===== src/rtl/mprj_seqmon_pkg.sv =====
// Shared FSM state encoding and default parameter constants for the sequence monitor.
package mprj_seqmon_pkg;

  localparam int SEQMON_WIDTH_DEF = 16;
  localparam int SEQMON_DEPTH_DEF = 8;
  localparam int SEQMON_TMO_W_DEF = 24;

  typedef enum logic [1:0] {
    ST_IDLE = 2'd0,
    ST_RUN  = 2'd1,
    ST_PASS = 2'd2,
    ST_FAIL = 2'd3
  } seqmon_state_e;

endpackage


===== src/rtl/mprj_seqmon_table.sv =====
// Step table: DEPTH entries of {value, mask}, one write port, one combinational read port.
module mprj_seqmon_table
  import mprj_seqmon_pkg::*;
#(
  parameter  int WIDTH = SEQMON_WIDTH_DEF,
  parameter  int DEPTH = SEQMON_DEPTH_DEF,
  localparam int AW    = $clog2(DEPTH)
) (
  input  logic             clk_i,
  input  logic             rst_i,
  input  logic             we_i,
  input  logic [AW-1:0]    waddr_i,
  input  logic [WIDTH-1:0] wval_i,
  input  logic [WIDTH-1:0] wmask_i,
  input  logic [AW-1:0]    raddr_i,
  output logic [WIDTH-1:0] rval_o,
  output logic [WIDTH-1:0] rmask_o
);

  localparam logic [AW:0] DEPTH_L = (AW+1)'(DEPTH);

  logic [WIDTH-1:0] val_q  [DEPTH];
  logic [WIDTH-1:0] mask_q [DEPTH];
  logic             wInRange;
  logic             rInRange;

  assign wInRange = ({1'b0, waddr_i} < DEPTH_L);
  assign rInRange = ({1'b0, raddr_i} < DEPTH_L);

  // A cleared mask means an unprogrammed step matches any bus value.
  always_ff @(posedge clk_i or posedge rst_i) begin
    if (rst_i) begin
      for (int i = 0; i < DEPTH; i++) begin
        val_q[i]  <= '0;
        mask_q[i] <= '0;
      end
    end else if (we_i && wInRange) begin
      val_q[waddr_i]  <= wval_i;
      mask_q[waddr_i] <= wmask_i;
    end
  end

  assign rval_o  = rInRange ? val_q[raddr_i]  : '0;
  assign rmask_o = rInRange ? mask_q[raddr_i] : '0;

endmodule


===== src/rtl/mprj_seq_monitor.sv =====
// Ordered masked-match sequence monitor with per-step timeout and abort.
// Define MPRJ_SEQMON_CAPTURE_EN to capture mon_i into fail_val_o on entry to FAIL.
module mprj_seq_monitor
  import mprj_seqmon_pkg::*;
#(
  parameter  int WIDTH = SEQMON_WIDTH_DEF,
  parameter  int DEPTH = SEQMON_DEPTH_DEF,
  parameter  int TMO_W = SEQMON_TMO_W_DEF,
  localparam int AW    = $clog2(DEPTH),
  localparam int NW    = $clog2(DEPTH + 1)
) (
  input  logic             wb_clk_i,
  input  logic             wb_rst_i,
  input  logic [WIDTH-1:0] mon_i,
  input  logic             prog_we_i,
  input  logic [AW-1:0]    prog_addr_i,
  input  logic [WIDTH-1:0] prog_val_i,
  input  logic [WIDTH-1:0] prog_mask_i,
  input  logic [NW-1:0]    num_steps_i,
  input  logic [TMO_W-1:0] tmo_limit_i,
  input  logic             start_i,
  input  logic             abort_i,
  output logic             busy_o,
  output logic             pass_o,
  output logic             fail_o,
  output logic             tmo_o,
  output logic             hit_o,
  output logic [AW-1:0]    step_o,
  output logic [WIDTH-1:0] fail_val_o
);

  seqmon_state_e    state_q;
  logic [AW-1:0]    stepIdx_q;
  logic [NW-1:0]    numSteps_q;
  logic [TMO_W-1:0] tmoCnt_q;
  logic [TMO_W-1:0] tmoCnt_d;
  logic             busy_q;
  logic             pass_q;
  logic             fail_q;
  logic             tmo_q;
  logic             hit_q;

  logic [WIDTH-1:0] stepVal;
  logic [WIDTH-1:0] stepMask;
  logic [NW-1:0]    numClamped;
  logic             stepMatch;
  logic             lastStep;
  logic             tmoExpire;
  logic             startAccept;
  logic             failEntry;

  mprj_seqmon_table #(
    .WIDTH (WIDTH),
    .DEPTH (DEPTH)
  ) u_table (
    .clk_i   (wb_clk_i),
    .rst_i   (wb_rst_i),
    .we_i    (prog_we_i && (state_q != ST_RUN)),
    .waddr_i (prog_addr_i),
    .wval_i  (prog_val_i),
    .wmask_i (prog_mask_i),
    .raddr_i (stepIdx_q),
    .rval_o  (stepVal),
    .rmask_o (stepMask)
  );

  // Abort outranks a match, and a match outranks a timeout, so failEntry excludes the match case only for timeouts.
  always_comb begin
    numClamped  = (num_steps_i > NW'(DEPTH)) ? NW'(DEPTH) : num_steps_i;
    stepMatch   = ((mon_i ^ stepVal) & stepMask) == '0;
    lastStep    = (NW'(stepIdx_q) == (numSteps_q - NW'(1)));
    tmoCnt_d    = (&tmoCnt_q) ? tmoCnt_q : tmoCnt_q + TMO_W'(1);
    tmoExpire   = (tmo_limit_i != '0) && (tmoCnt_d >= tmo_limit_i);
    startAccept = start_i && (state_q != ST_RUN);
    failEntry   = (state_q == ST_RUN) && (abort_i || (!stepMatch && tmoExpire));
  end

  always_ff @(posedge wb_clk_i or posedge wb_rst_i) begin
    if (wb_rst_i) begin
      state_q    <= ST_IDLE;
      stepIdx_q  <= '0;
      numSteps_q <= '0;
      tmoCnt_q   <= '0;
      busy_q     <= 1'b0;
      pass_q     <= 1'b0;
      fail_q     <= 1'b0;
      tmo_q      <= 1'b0;
      hit_q      <= 1'b0;
    end else begin
      hit_q <= 1'b0;
      case (state_q)
        ST_RUN: begin
          if (failEntry) begin
            state_q <= ST_FAIL;
            busy_q  <= 1'b0;
            fail_q  <= 1'b1;
            tmo_q   <= !abort_i;
          end else if (stepMatch) begin
            hit_q    <= 1'b1;
            tmoCnt_q <= '0;
            if (lastStep) begin
              state_q <= ST_PASS;
              busy_q  <= 1'b0;
              pass_q  <= 1'b1;
            end else begin
              stepIdx_q <= stepIdx_q + AW'(1);
            end
          end else begin
            tmoCnt_q <= tmoCnt_d;
          end
        end
        default: begin
          if (startAccept) begin
            stepIdx_q  <= '0;
            tmoCnt_q   <= '0;
            numSteps_q <= numClamped;
            tmo_q      <= 1'b0;
            fail_q     <= 1'b0;
            if (numClamped == '0) begin
              state_q <= ST_PASS;
              busy_q  <= 1'b0;
              pass_q  <= 1'b1;
            end else begin
              state_q <= ST_RUN;
              busy_q  <= 1'b1;
              pass_q  <= 1'b0;
            end
          end
        end
      endcase
    end
  end

  assign busy_o = busy_q;
  assign pass_o = pass_q;
  assign fail_o = fail_q;
  assign tmo_o  = tmo_q;
  assign hit_o  = hit_q;
  assign step_o = stepIdx_q;

`ifdef MPRJ_SEQMON_CAPTURE_EN
  logic [WIDTH-1:0] failVal_q;

  always_ff @(posedge wb_clk_i or posedge wb_rst_i) begin
    if (wb_rst_i) begin
      failVal_q <= '0;
    end else if (startAccept) begin
      failVal_q <= '0;
    end else if (failEntry) begin
      failVal_q <= mon_i;
    end
  end

  assign fail_val_o = failVal_q;
`else
  assign fail_val_o = '0;
`endif

endmodule


===== config.mk =====
export PLATFORM = sky130hd
export DESIGN_NAME = mprj_seq_monitor
export DESIGN_NICKNAME = d
export VERILOG_FILES = /design/src/rtl/mprj_seqmon_pkg.sv /design/src/rtl/mprj_seqmon_table.sv /design/src/rtl/mprj_seq_monitor.sv
export SDC_FILE = /design/constraint.sdc
export NUM_CORES = 1
export LEC_CHECK = 0
export BUFFER_PORTS_ARGS = -buffer_cell sky130_fd_sc_hd__buf_2
export CORE_MARGIN = 3
export CORE_UTILIZATION = 30
export CTS_CLUSTER_SIZE = 25
export DETAILED_ROUTE_END_ITERATION = 6
export PLACE_DENSITY_LB_ADDON = 0.05
export SYNTH_ARGS = -nofsm -noshare
export SYNTH_HDL_FRONTEND = slang
export SYNTH_SLANG_ARGS = --single-unit

===== constraint.sdc =====
create_clock -name wb_clk_i -period 10.5 [get_ports wb_clk_i]
set_input_delay 0.525 -clock wb_clk_i [delete_from_list [all_inputs] [get_ports wb_clk_i]]
set_output_delay 0.525 -clock wb_clk_i [all_outputs]
set_load 0.1 [all_outputs]

---- Yosys cells after proc, flatten, opt, wreduce, memory -nomap -nowiden ----
Index checks and enable logic that the tools add are counted.
Widths: inputs -> output; s select.
operators by class
  divide/modulo/power cells ............... 0
  shift operators ......................... 0
  eq/ne operators ......................... 10
  multiplexer cells ....................... 47
  bitwise operators ....................... 5
  order comparisons ....................... 5
  add/subtract/negate cells ............... 3
  reductions and logical operators ........ 20
  multipliers ............................. 0
operator list
  cell                   number
  $bwmux 128             2
  $mux 24                5
  $bmux 16 s3            2
  $mux 16                5
  $demux 16 s3           1
  $add 24x1->24 const B  1
  $ge 24x24->1           1
  $reduce_and 24->1      1
  $reduce_bool 24->1     1
  $mux 1                 20
  $and 16x16->16         1
  $logic_not 16->1       1
  $xor 16x16->16         1
  $mux 3                 5
  $mux 2                 6
  $ne 2x2->1 const B     5
  $ge 4x4->1 const B     2
  $not 3->4              2
  $reduce_and 4->1       2
  $logic_and 1x1->1      6
  $ne 3x3->1 const B     2
  $reduce_and 2->1       3
  $eq 3x4->1             1
  $gt 4x4->1 const B     1
  other kinds (12)       13
storage, ports and cells
  output and inout bits ................... 24
  ROM bits ................................ 0
  memories ................................ 0
  bits in registers ....................... 294
  bits in latches ......................... 0
  logic and storage cells ................. 115
  bits in writable memories ............... 0

---- Depth between registers and ports, before layout ----
Gate-level depths: netlist of the first run.
  depth in word-level cells ............... 13
  depth in mapped cells ................... 18

---- Cells and area by module ----
Synthesis of the first run repeated with hierarchy kept, for this count alone.
second synthesis, totals
  cells, all modules ...................... 1061
  area, all modules ....................... 14836.7 µm²
by module, submodules not included
  module             cells each  sequential area each (µm²)  area each (µm²)  instances
  mprj_seqmon_table  666         6406.1                      11609.9          1
  mprj_seq_monitor   395         950.9                       3226.8           1

---- Worst setup path after synthesis of the first run ----
OpenSTA, ideal clock, no wires.
  path kind ............................... register to register
  start ................................... register tmoCnt_q[0]
  end ..................................... register tmoCnt_q[12]
  clock period less this slack ............ 4620 ps
  data arrival time ....................... 4544 ps
  library setup time ...................... 76 ps
  path buffers ............................ 1
  data required time ...................... 10424 ps
  cell stages (with the launch flop) ...... 19
  setup slack ............................. 5880 ps
  path through ............................ dfrtp_1 > ha_1 > and3_1 > nand3_1 > nor4_2 > nor4_1 > nand2_1 > o21a_1 > or2_2 > ha_1 > a21o_1 > a21o_1 > a21o_1 > a2111oi_0 > o31a_1 > o2111a_1 > clkbuf_1 > o211ai_1 > o21ai_1
on the way
  word-level cells in the longest chain between the ends .. 9
  elaborated cells between the ends (all ways) .. 13
  classes of those cells .................. 1 x add/sub; 1 x order compare; 1 x eq/ne; 4 x mux; 6 x reduce/logical
RTL lines
  what                                                       line                     text
  from (decl)                                                mprj_seq_monitor.sv:35   logic [TMO_W-1:0] tmoCnt_q;
  from (signal assigned)                                     mprj_seq_monitor.sv:109  tmoCnt_q <= tmoCnt_d;
  $add 24x1->24 / $reduce_and 24->1 (equally long branches)  mprj_seq_monitor.sv:72   tmoCnt_d = (&tmoCnt_q) ? tmoCnt_q : tmoCnt_q + TMO_W'(1);
  $mux 24 *                                                  mprj_seq_monitor.sv:72
  $ge 24x24->1                                               mprj_seq_monitor.sv:73   tmoExpire = (tmo_limit_i != '0) && (tmoCnt_d >= tmo_limit_i);
  $logic_and 1x1->1                                          mprj_seq_monitor.sv:73
  $logic_and 1x1->1                                          mprj_seq_monitor.sv:75   failEntry = (state_q == ST_RUN) && (abort_i || (!stepMatch && tmoExpire));
  $logic_or 1x1->1                                           mprj_seq_monitor.sv:75
  $logic_and 1x1->1                                          mprj_seq_monitor.sv:75
  $ne 2x2->1 (no line)                                       n/a
  $reduce_and 2->1 (no line)                                 n/a
Mark *: on every way between the ends. The rest lies on a longest branch, timed or not. The select of a mux whose other input is x is not followed.
A chain may end at the register's enable or synchronous reset.

---- Worst setup path after layout of the first run ----
  start ................................... register tmoCnt_q[0]
  end ..................................... register tmoCnt_q[6]
The elaborated chain is that of the path after synthesis.

==> results list, run 1 <==
- Overall die height: 229.6 µm
- Across the VDD grid, the largest voltage drop is 0.1269 mV.
* Asr flop ratio synth: 100.0%
- Number of top-level pins: 108
- The Yosys step of the flow raised 0 warnings.
* Critical Path, Cell by Cell: ha_1, and3_1, nand3_1, nor4_2, nor4_1, buf_4, nand2_1, nor3_1, or2_2, ha_1, a21o_1, a21o_1, a21o_1, a2111oi_0, o31a_1, o21ai_0, a21oi_2, o21ai_0
* Horizontal extent of the die: 229.6 µm
- Across the run, the number of max-cap violations was 0.
- The most used flip-flop cell after synthesis is dfrtp_1.
- First drt pass iteration count: 5
* TritonCTS clock tree: yes
* Headroom to the max-slew limit: 20.88%
- Final setup skew: 0.01076 ns
- The number of clock buffers added by TritonCTS is 38.
- The worst register-to-register path ends at tmoCnt_q[6].
- Once placement finished, the instance area stood at 0.01605 mm².
- Clk_lat worst skew: 0.54 ns
- The number of antenna violations at the first check in global routing was 1.
* Post-route setup TNS: 0 ns
- The worst setup path is captured at a flip-flop.
- Drt first-iter violations: 435
* Yosys top cell area share: 49.05%
- Share of final-layout standard cells stronger than drive strength 1: 34.40%
- Derived from the worst setup path, the maximum achievable clock frequency is 177.7 MHz.
- Number of vias after detailed routing: 9992
* Count of inserted antenna diode cells: 0
* Cell leakage power: 7.461 nW
- Hold/Removal Path Class: in -> async
- By startpoint and endpoint, the worst setup path is classified as reg -> reg.
- Cell at the slowest stage of the critical path: a21oi_2
- Data on the critical path is required at its endpoint by 10.87 ns.
- By area the synthesized netlist is led by dfrtp_1 49%, mux2_2 20%, xor2_1 3.9%.
* Global routing usage summed across all routing layers: 16.19%
* Crit. Startpoint: tmoCnt_q[0]
- Clock-pin slew was measured on the worst setup and hold paths at 0.06 ns.
- Register-to-register path setup slack: 4.87 ns
* Final weighted congestion in routability-driven placement: 0.7348
- Number of global-route vias before repair: 10250
- The clock passes through at most 3 buffers.
* Effective utilization at floorplan: 30.51%
* Site row count: 81
- The final number of hold-violating endpoints is 0.
- Final setup vio count: 0
- Non-Filler Cell Area, Final: 0.01725 mm²
- Setup repair after global routing left no endpoint under its margin.
- Counting I/O delays and the setup requirement, the final critical path takes 5.627 ns.
* Post CTS Setup Buffer Count: 0
- Cell at the root of the clock tree: clkbuf_16
- Gate Count Post-Synth: 1235
- Sequential share of the synthesized area: 49.05%
- Counting flops and latches in the post-synthesis netlist gives 294.
- After detailed routing, the number of vias per cell comes to 4.986.
- Highest cell delay on the worst timing path: 0.92 ns
- Mean cell area of the mapped netlist: 12.14 µm²
- CP dominant cell by count: a21o_1
- Total wire length after detailed routing: 42450 µm
- Count leader, synth: dfrtp_1
- Once the clock tree was built, the resizer swapped 0 gates to a different size.
- Level count of the clock H-tree: 2
* R2r startpoint: tmoCnt_q[0]
- Core Area: 0.04915 mm²
* Final antenna-violating net count: 0
* Area of the die: 0.05271 mm²
* Final period util: 53.59%
- Entering global routing, the biggest net connects 120 pins.
- Once detailed placement completed, the half-perimeter wirelength came to 27620 µm.
* CP arrival: 5.99 ns
* Post-synth EDFFs: 0
- Summed instance area of the synthesized netlist: 0.01500 mm²
- CTS Sinks: 294
* CTS hold repair buffers: 0
- Top post-synthesis cells by count: 294 x dfrtp_1, 261 x mux2_2, 69 x nand2_1
* IO Port Bufs: 91
- Pwr per Cell Area: 273.9 mW/mm²
- Along the worst path, the maximum fanout reaches 24.
- The netlist uses 71 different library cells.
- The first global-routing pass estimated 65380 µm of wire.
- The flow ran to the end, and the final reports show no timing, DRC or antenna violations.
* # nets final: 1422
- Critical Path Sink: tmoCnt_q[6]
- CP Launch Type: flip-flop
* Cell accounting for the most synthesized area: dfrtp_1
* Average routed wire per standard cell: 21.18 µm
- Final number of max-transition violations: 0
- At the pin with the least slew margin, the transition time is 1.187 ns.
- Worst reg2reg path depth: 18
* Growth of design area from synthesis to finish: 15.02%
- DRC violation count after routing: 0
- Leftover overflow at the end of global routing: 0
[layout by cell type (no fill, tap or decap), drive strengths merged, types with 12 or more instances in the layout]
cell     Yosys  layout
nor2        24      24
nand2       69      69
clkbuf      22      58
mux2i       38      38
a21oi       19      19
conb         1      16
xor2        66      66
nor3        13      13
ha          27      27
nor4        21      21
o2bb2ai     12      12
o211ai      15      15
o21ai       29      29
dfrtp      294     294
buf         61     104
mux2       262     262
inv         36      38
or2         14      14
nand3       21      21
xnor2       18      18
nand4       13      13
[power by group]
group / internal, mW / switching, mW
combinational: 0.755 / 0.718
clock: 0.759 / 0.508
sequential: 1.65 / 0.331
[worst min-delay path by stage]
stage | end | depth (start not counted) | slack, ns | from
after detailed placement | pass_o | 1 | 0.49 | pass_o
after CTS | tmo_o | 2 | 0.20 | abort_i
final | u_table.val_q[23] | 2 | 0.18 | wb_rst_i
after floorplan | u_table.mask_q[126] | 1 | 0.47 | u_table.mask_q[126]
after global placement | fail_o | 2 | 0.47 | fail_o
after global routing | tmo_o | 2 | 0.23 | abort_i
[area by class of cell]
| cell class | instances | area [µm²] |
|---|---|---|
| Tap cell | 664 | 830.8 |
| Multi-Input combinational cell | 837 | 7158 |
| Clock inverter | 11 | 87.58 |
| Clock buffer | 58 | 1117 |
| Inverter | 36 | 142.6 |
| Sequential cell | 294 | 7362 |
| Timing Repair Buffer | 104 | 553.0 |
| Fill cell | 4869 | 31900 |
[state kept, by name, indices dropped and copies added (netlist names)]
signal,count
busy_o,1
fail_o,1
hit_o,1
numSteps_q,4
pass_o,1
state_q,2
step_o,3
tmoCnt_q,24
tmo_o,1
u_table.mask_q,128
u_table.val_q,128
[routing by layer]
layer / wire length (µm) / track usage (%)
met5: 0 / 0
met2: 20650 / 27.21
met3: 1191 / 2.226
met4: 694 / 3.980
met1: 19920 / 22.07
[metrics by stage]
| step | hold WS, ns | cells | power, mW | utilization, % | setup WS (ns) |
|---|---|---|---|---|---|
| after global routing | 0.2280 | 2004 | 5.043 | 35.10 | 4.411 |
| final | 0.1765 | 2004 | 4.725 | 35.10 | 4.873 |
| after CTS | 0.2040 | 2004 | 4.814 | 35.10 | 4.846 |
| after detailed placement | 0.4860 | 1935 | 3.506 | 32.65 | 4.864 |
| after floorplan | 0.4708 | 1250 | 3.086 | - | 1.856 |
| after global placement | 0.4680 | 1935 | 3.474 | 32.65 | 5.005 |
[kinds of logic after synthesis]
| family | Yosys count | share of synthesized area (%) |
|---|---|---|
| buf+inv | 119 | 3.737 |
| mux | 307 | 23.28 |
| flops | 294 | 49.05 |
| xor+xnor | 84 | 4.905 |
| compound gates | 153 | 7.517 |
| simple gates | 250 | 9.227 |
| fa+ha+maj | 27 | 2.252 |
| other cells | 1 | 0.02500 |
[critical path: cells and delay by family (launching register included)]
kind / cells / cell delay (ns)
compound gates: 8 / 2.61
simple gates: 7 / 1.65
fa+ha+maj: 2 / 0.52
flops: 1 / 0.44
buf+inv: 1 / 0.20
No activity file was read; power rests on OpenSTA's default activity.
==> inputs of run 2 (changes only) <==
==> constraint.sdc (replaced) <==
create_clock -name wb_clk_i -period 4.6 [get_ports wb_clk_i]
set_input_delay 0.23 -clock wb_clk_i [delete_from_list [all_inputs] [get_ports wb_clk_i]]
set_output_delay 0.23 -clock wb_clk_i [all_outputs]
set_load 0.1 [all_outputs]
==> results list, run 2 (same netlist as run 1, synthesis figures left out) <==
- Dividing the detail-routed wire length by the instance count gives 21.18 µm.
- Final Critical Period: 4.289 ns
- Final hold violations: 0
- Global routing used 22.44% of the available met1 tracks.
- With fillers left out, the area of the finished cells amounts to 0.01742 mm².
- CTS Sinks: 294
- DRC violation count after routing: 0
* Number of global-route vias before repair: 10380
* Share of final-layout standard cells stronger than drive strength 1: 34.68%
* M3 GR Usage: 2.189%
- Site row count: 81
- Crit path capture type: flip-flop
* Growth of design area from synthesis to finish: 16.18%
* Area of the die: 0.05271 mm²
- The number of placed instances, taps included, is 1950.
- The detail route stage leaves a number of antenna-violating nets equal to 0.
- Final setup skew: 0.01753 ns
- R2r startpoint: tmoCnt_q[0]
- Setup repair after global routing left no endpoint under its margin.
- Hold/Removal Path Class: in -> reg
- For the worst flop-to-flop path, the logic depth is 18.
- Register-to-register path setup slack: 0.31 ns
* Required time of the worst setup path: 5.03 ns
* Peak ir drop on the vdd network: 0.2933 mV
- Setup total negative slack on the finished layout was measured at 0 ns.
- Final setup vio count: 0
* HPWL Detailed: 28620 µm
- Non-filler instance count after layout: 2022
* Layer carrying the most global-route usage: met2
* First drt pass iteration count: 5
* Transition time of the tightest slew-check pin: 1.094 ns
- Critical register-to-register path endpoint: state_q[1]
- Maximum fanout encountered on the critical timing path: 9
- Hold Path Stages: 2
* Headroom to the max-slew limit: 27.06%
- The count of buffers added on input and output ports is 91.
* Horizontal extent of the die: 229.6 µm
* Cell at the root of the clock tree: clkbuf_16
- Entering global routing, the biggest net connects 99 pins.
- The tool flagged a number of max-cap violations equal to 0.
- Clock transition at path regs: 0.06 ns
- Largest registers in the final layout: u_table.mask_q (128), u_table.val_q (128), tmoCnt_q (24)
- Status: finished, final reports clean
- Number of top-level pins: 108
- TritonCTS Buffers: 38
- The analysis attributes to cell leakage a power of 7.532 nW.
- FMAX: 233.2 MHz
- Once the floorplan was initialized, standard cells occupied 30.51% of the core.
- The final layout contains 1445 nets.
- The startpoint identified for the worst hold timing path is prog_mask_i[13].
* Core Area: 0.04915 mm²
- Commonest cells after routing, fill and taps aside: 292 x dfrtp_1, 261 x mux2_2, 91 x buf_2
* Global-route wire length before repair: 65570 µm
* Pwr per Cell Area: 616.1 mW/mm²
* Instance area after placement: 0.01621 mm²
- The H-tree generated during clock tree synthesis spans 2 levels.
* Met2 global-route usage: 26.86%
* Final standard cell utilization of the core: 35.45%
* Most common cell after layout, fill and taps aside: dfrtp_1
- Global routing used 16.24% of the available tracks.
- The detailed router finished its first iteration with 376 violations.
- Summed over all layers, the global routing overflow is 0.
- Final number of max-transition violations: 0
- Final period util: 93.23%
* Count of inserted antenna diode cells: 0
- Overall die height: 229.6 µm
- Capture endpoint of the worst hold path: u_table.mask_q[125]
- The clock reaches the later pin of the worst-skew pair after 0.55 ns.
* Setup Crit Path Kind: reg -> reg
- CP arrival: 4.72 ns
* Fill cell total of the finished layout: 4867
* Via-to-Cell Ratio: 4.926
* Final weighted congestion in routability-driven placement: 0.7605
* TritonCTS clock tree: yes
- Total wire length after detailed routing: 42820 µm
* Max clock buf depth: 3
* Number of antenna violations at the first check in global routing: 1
- The worst setup path is launched from a flip-flop.
- Across all layers, the routed design uses 9961 vias.
==> run 2: area by class of cell <==
type	instances	area, µm²	share of cell area [%]
clock buffers	54	1031	5.917
clock inverters	10	97.59	0.5601
inverters	36	138.9	0.7971
multi-input cells	837	7168	41.14
flip-flops and latches	294	7362	42.25
well taps	664	830.8	4.768
repair buffers	127	795.8	4.567
==> run 2: per-stage QoR <==
stage	setup slack, ns	hold WS, ns	power (mW)
2_1_floorplan	0.2347	0.3167	7.046
4_1_cts	0.1201	0.008581	10.93
5_1_grt	0.006609	0.03792	11.44
6_report	0.3114	0.02242	10.73
3_3_place_gp	0.2347	0.4574	7.993
3_5_place_dp	0.1402	0.4688	8.066
==> run 2: how the worst max path moves through the flow <==
stage | from | to
floorplan | tmoCnt_q[0] | tmoCnt_q[12]
global placement | tmoCnt_q[0] | tmoCnt_q[23]
detailed placement | tmoCnt_q[0] | tmoCnt_q[3]
CTS | tmoCnt_q[0] | tmoCnt_q[3]
global route | tmoCnt_q[0] | busy_o
finish | tmoCnt_q[0] | state_q[1]
==> run 2: worst max-delay path: stages, from the launching register on <==
cell and delay (ns):
dfrtp_1 0.44, ha_1 0.25, and3_1 0.18, nand3_1 0.13
nor4_2 0.07, nor4_2 0.27, nand2_1 0.13, o21a_1 0.22
or2_2 0.30, ha_1 0.29, a21o_1 0.18, a21o_1 0.17
a21o_1 0.17, a2111oi_1 0.43, o31a_1 0.25, o2111a_1 0.24
buf_4 0.20, mux2i_1 0.12, o311a_1 0.13
==> run 2: layer usage <==
metal	wire, µm	vias up
met5	17	-
met4	785	2
met3	1109	51
met2	20300	118
met1	20610	5107
li1	-	4683
==> run 2: repair_timing <==
action,CTS,global route
endpoints found under the setup margin,0,26
buffers inserted,0,0
endpoints found under the hold margin,39,0
hold buffers,8,0
resized for setup,0,3
==> run 2: report_power, final <==
group          total [mW]  switching [mW]  internal, mW
Clock                2.78            1.16          1.62
Combinational        3.43            1.65          1.78
Sequential           4.53           0.754          3.77
==> inputs of run 3 (changes only) <==
--- a/config.mk
+++ b/config.mk
@@ -7,7 +7,7 @@
 export LEC_CHECK = 0
 export BUFFER_PORTS_ARGS = -buffer_cell sky130_fd_sc_hd__buf_2
 export CORE_MARGIN = 3
-export CORE_UTILIZATION = 30
+export CORE_UTILIZATION = 45
 export CTS_CLUSTER_SIZE = 25
 export DETAILED_ROUTE_END_ITERATION = 6
 export PLACE_DENSITY_LB_ADDON = 0.05
==> results list, run 3 (same netlist as run 1, synthesis figures left out) <==
* Status: finished, final reports clean
- The top cell types in the final layout, fill and taps aside, are 292 x dfrtp_1, 261 x mux2_2, 91 x buf_2.
- Cell at the slowest stage of the critical path: dfrtp_1
* Worst hold slack after final layout: 0.03970 ns
- After detailed routing, the total wire length is 37030 µm.
* Final hold violations: 0
* Hold/Removal Path Class: in -> reg
- After the last flow step, the layout net total stands at 1433.
* Cell leakage power: 7.534 nW
- The highest metal layer carrying signal wires in the routed design is met4.
* Crit path capture type: flip-flop
- The pre-antenna-repair detailed-routing pass consisted of 5 iterations.
* Number of top-level pins: 108
- Non-Filler Cell Area, Final: 0.01717 mm²
* Core Area: 0.03270 mm²
- CP arrival: 4.62 ns
- Number of global-route vias before repair: 10170
- Largest net degree at the start of global routing: 97
* Final weighted congestion in routability-driven placement: 0.8182
* Global-route wire length before repair: 58620 µm
- Number of antenna violations at the first check in global routing: 1
- Headroom to the max-slew limit came out at 25.87%.
* Transition time of the tightest slew-check pin: 1.108 ns
- In the final layout, the registers with the most flip-flops are u_table.mask_q (128), u_table.val_q (128), tmoCnt_q (24).
- From bottom edge to top edge, the die measures 188.6 µm.
- Global routing finished with a remaining overflow of 0.
* Effective utilization at floorplan: 45.86%
- TritonCTS Buffers: 35
* Highest cell delay on the worst timing path: 0.44 ns
- Compared with the post-synthesis result, the final layout area differs by 14.46%.
- Via-to-Cell Ratio: 5.585
- TritonCTS clock tree: yes
- The clock period could shrink to 4.244 ns.
- Measured along the x axis, the die boundary spans 188.6 µm.
- The worst register-to-register path has a setup slack of 0.36 ns.
- Maximum fanout encountered on the critical timing path: 24
* Cell at the root of the clock tree: clkbuf_16
- Drt first-iter violations: 523
- Final antenna-violating net count: 0
- Setup violations remaining at the end of the flow were counted as 0.
* Area of the die: 0.03555 mm²
* Met2 wire length: 17480 µm
- Critical Path, Cell by Cell: ha_1, and3_1, nand3_1, nor4_2, nor4_2, nand2_2, o21a_1, or2_2, ha_1, a21o_1, a21o_1, a21o_1, a2111oi_1, o31a_1, o21ai_0, a21oi_2, buf_12, o21ai_0
- Across the routed clock network, the largest skew measured is 0.01885 ns.
- Setup Crit Path Kind: reg -> reg
- Level count of the clock H-tree: 2
- After clock tree synthesis, the clock-pin slew on the worst setup and hold paths is 0.06 ns.
* Fill cell total of the finished layout: 2917
- The floorplan has 66 rows.
- CTS Sinks: 294
- Instance area after placement: 0.01589 mm²
* Post-route setup TNS: 0 ns
- The total count of max-transition violations in the final report came to 0.
- CP dominant cell by count: a21o_1
* Most common cell after layout, fill and taps aside: dfrtp_1
- CP Launch Type: flip-flop
* FMAX: 235.6 MHz
* Max-cap violations: 0
- IO Port Bufs: 91
* Required time of the worst setup path: 4.98 ns
- The detailed router placed 10010 vias in this run.
* Detailed-route wire length on metal 1: 17390 µm
- Pwr per Cell Area: 623.5 mW/mm²
* Final period util: 92.27%
- Global routing usage summed across all routing layers: 20.95%
* Max clock buf depth: 3
* WL met3: 1428 µm
- Clk_lat worst skew: 0.52 ns
* HPWL Detailed: 24840 µm
- DRC violation count after routing: 0
- Across the VDD grid, the largest voltage drop is 0.3350 mV.
- In the final routed layout, each cell accounts on average for 20.66 µm.
- Setup repair after global routing left no endpoint under its margin.
- The post-route netlist has 35.06% of its cells at a drive strength greater than 1.
run 3: changes by cell type in the layout (fill, tap and decap cells not counted), moves of 2 or more:
cell / before / now
buf_4: 24 / 16
clkinvlp_4: 1 / 3
dlygate4sd3_1: 8 / 6
clkbuf_16: 38 / 36
clkbuf_8: 2 / 11
clkbuf_1: 14 / 6
run 3: critical path: cells and delay by family, from the launching register on:
family,cells,cell delay [ns]
adder cells (fa/ha/maj),2,0.54
flip-flops,1,0.44
buffers and inverters,1,0.19
AO/OA/AOI/OAI,9,1.90
AND/OR/NAND/NOR,6,1.03
run 3: layer usage:
metal	vias up	track usage (%)
met5	-	0
met4	0	5.042
met3	54	3.014
met2	205	34.92
met1	5073	29.10
li1	4677	-
run 3: where the power goes:
part | switching [mW] | internal [mW] | leakage (nW)
registers | 0.715 | 3.77 | 3.57
clock network | 1.09 | 1.73 | 0.590
logic | 1.61 | 1.78 | 3.37
run 3: worst paths after layout:
path                                   from                   to  cells past startpoint
worst max register to register  tmoCnt_q[0]         tmoCnt_q[21]                     18
worst max-delay path            tmoCnt_q[0]         tmoCnt_q[21]                     18
worst min-delay path                start_i           state_q[0]                      3
min in group asynchronous          wb_rst_i  u_table.mask_q[119]                      3
max in group asynchronous          wb_rst_i    u_table.val_q[58]                      4
worst min register to register       fail_o               fail_o                      2
run 3: stage by stage:
step           cells  util [%]  setup WS [ns]  power (mW)
6_report        1792     52.49         0.3555       10.70
3_5_place_dp    1721     48.60         0.2339       7.943
2_1_floorplan   1250         -         0.2347       7.046
3_3_place_gp    1721     48.60         0.3025       7.850
5_1_grt         1791     52.49        0.01905       11.36
4_1_cts         1791     52.47         0.1804       10.82
run 3: layout make-up:
class / count / area, µm² / share of cell area, %
Sequential cell: 294 / 7362 / 42.89
Multi-Input combinational cell: 837 / 7171 / 41.77
Clock buffer: 53 / 1075 / 6.261
Timing Repair Buffer: 118 / 735.7 / 4.286
Tap cell: 442 / 553.0 / 3.222
Inverter: 36 / 138.9 / 0.8090
Clock inverter: 11 / 128.9 / 0.7507
Antenna cell: 1 / 2.502 / 0.01458
run 3: timing repair:
item                                    CTS  global route
setup buffers                             0             0
endpoints found under the setup margin    0            24
resized for setup                         0             3
hold endpoints to repair                 38             0
hold buffers                              6             0
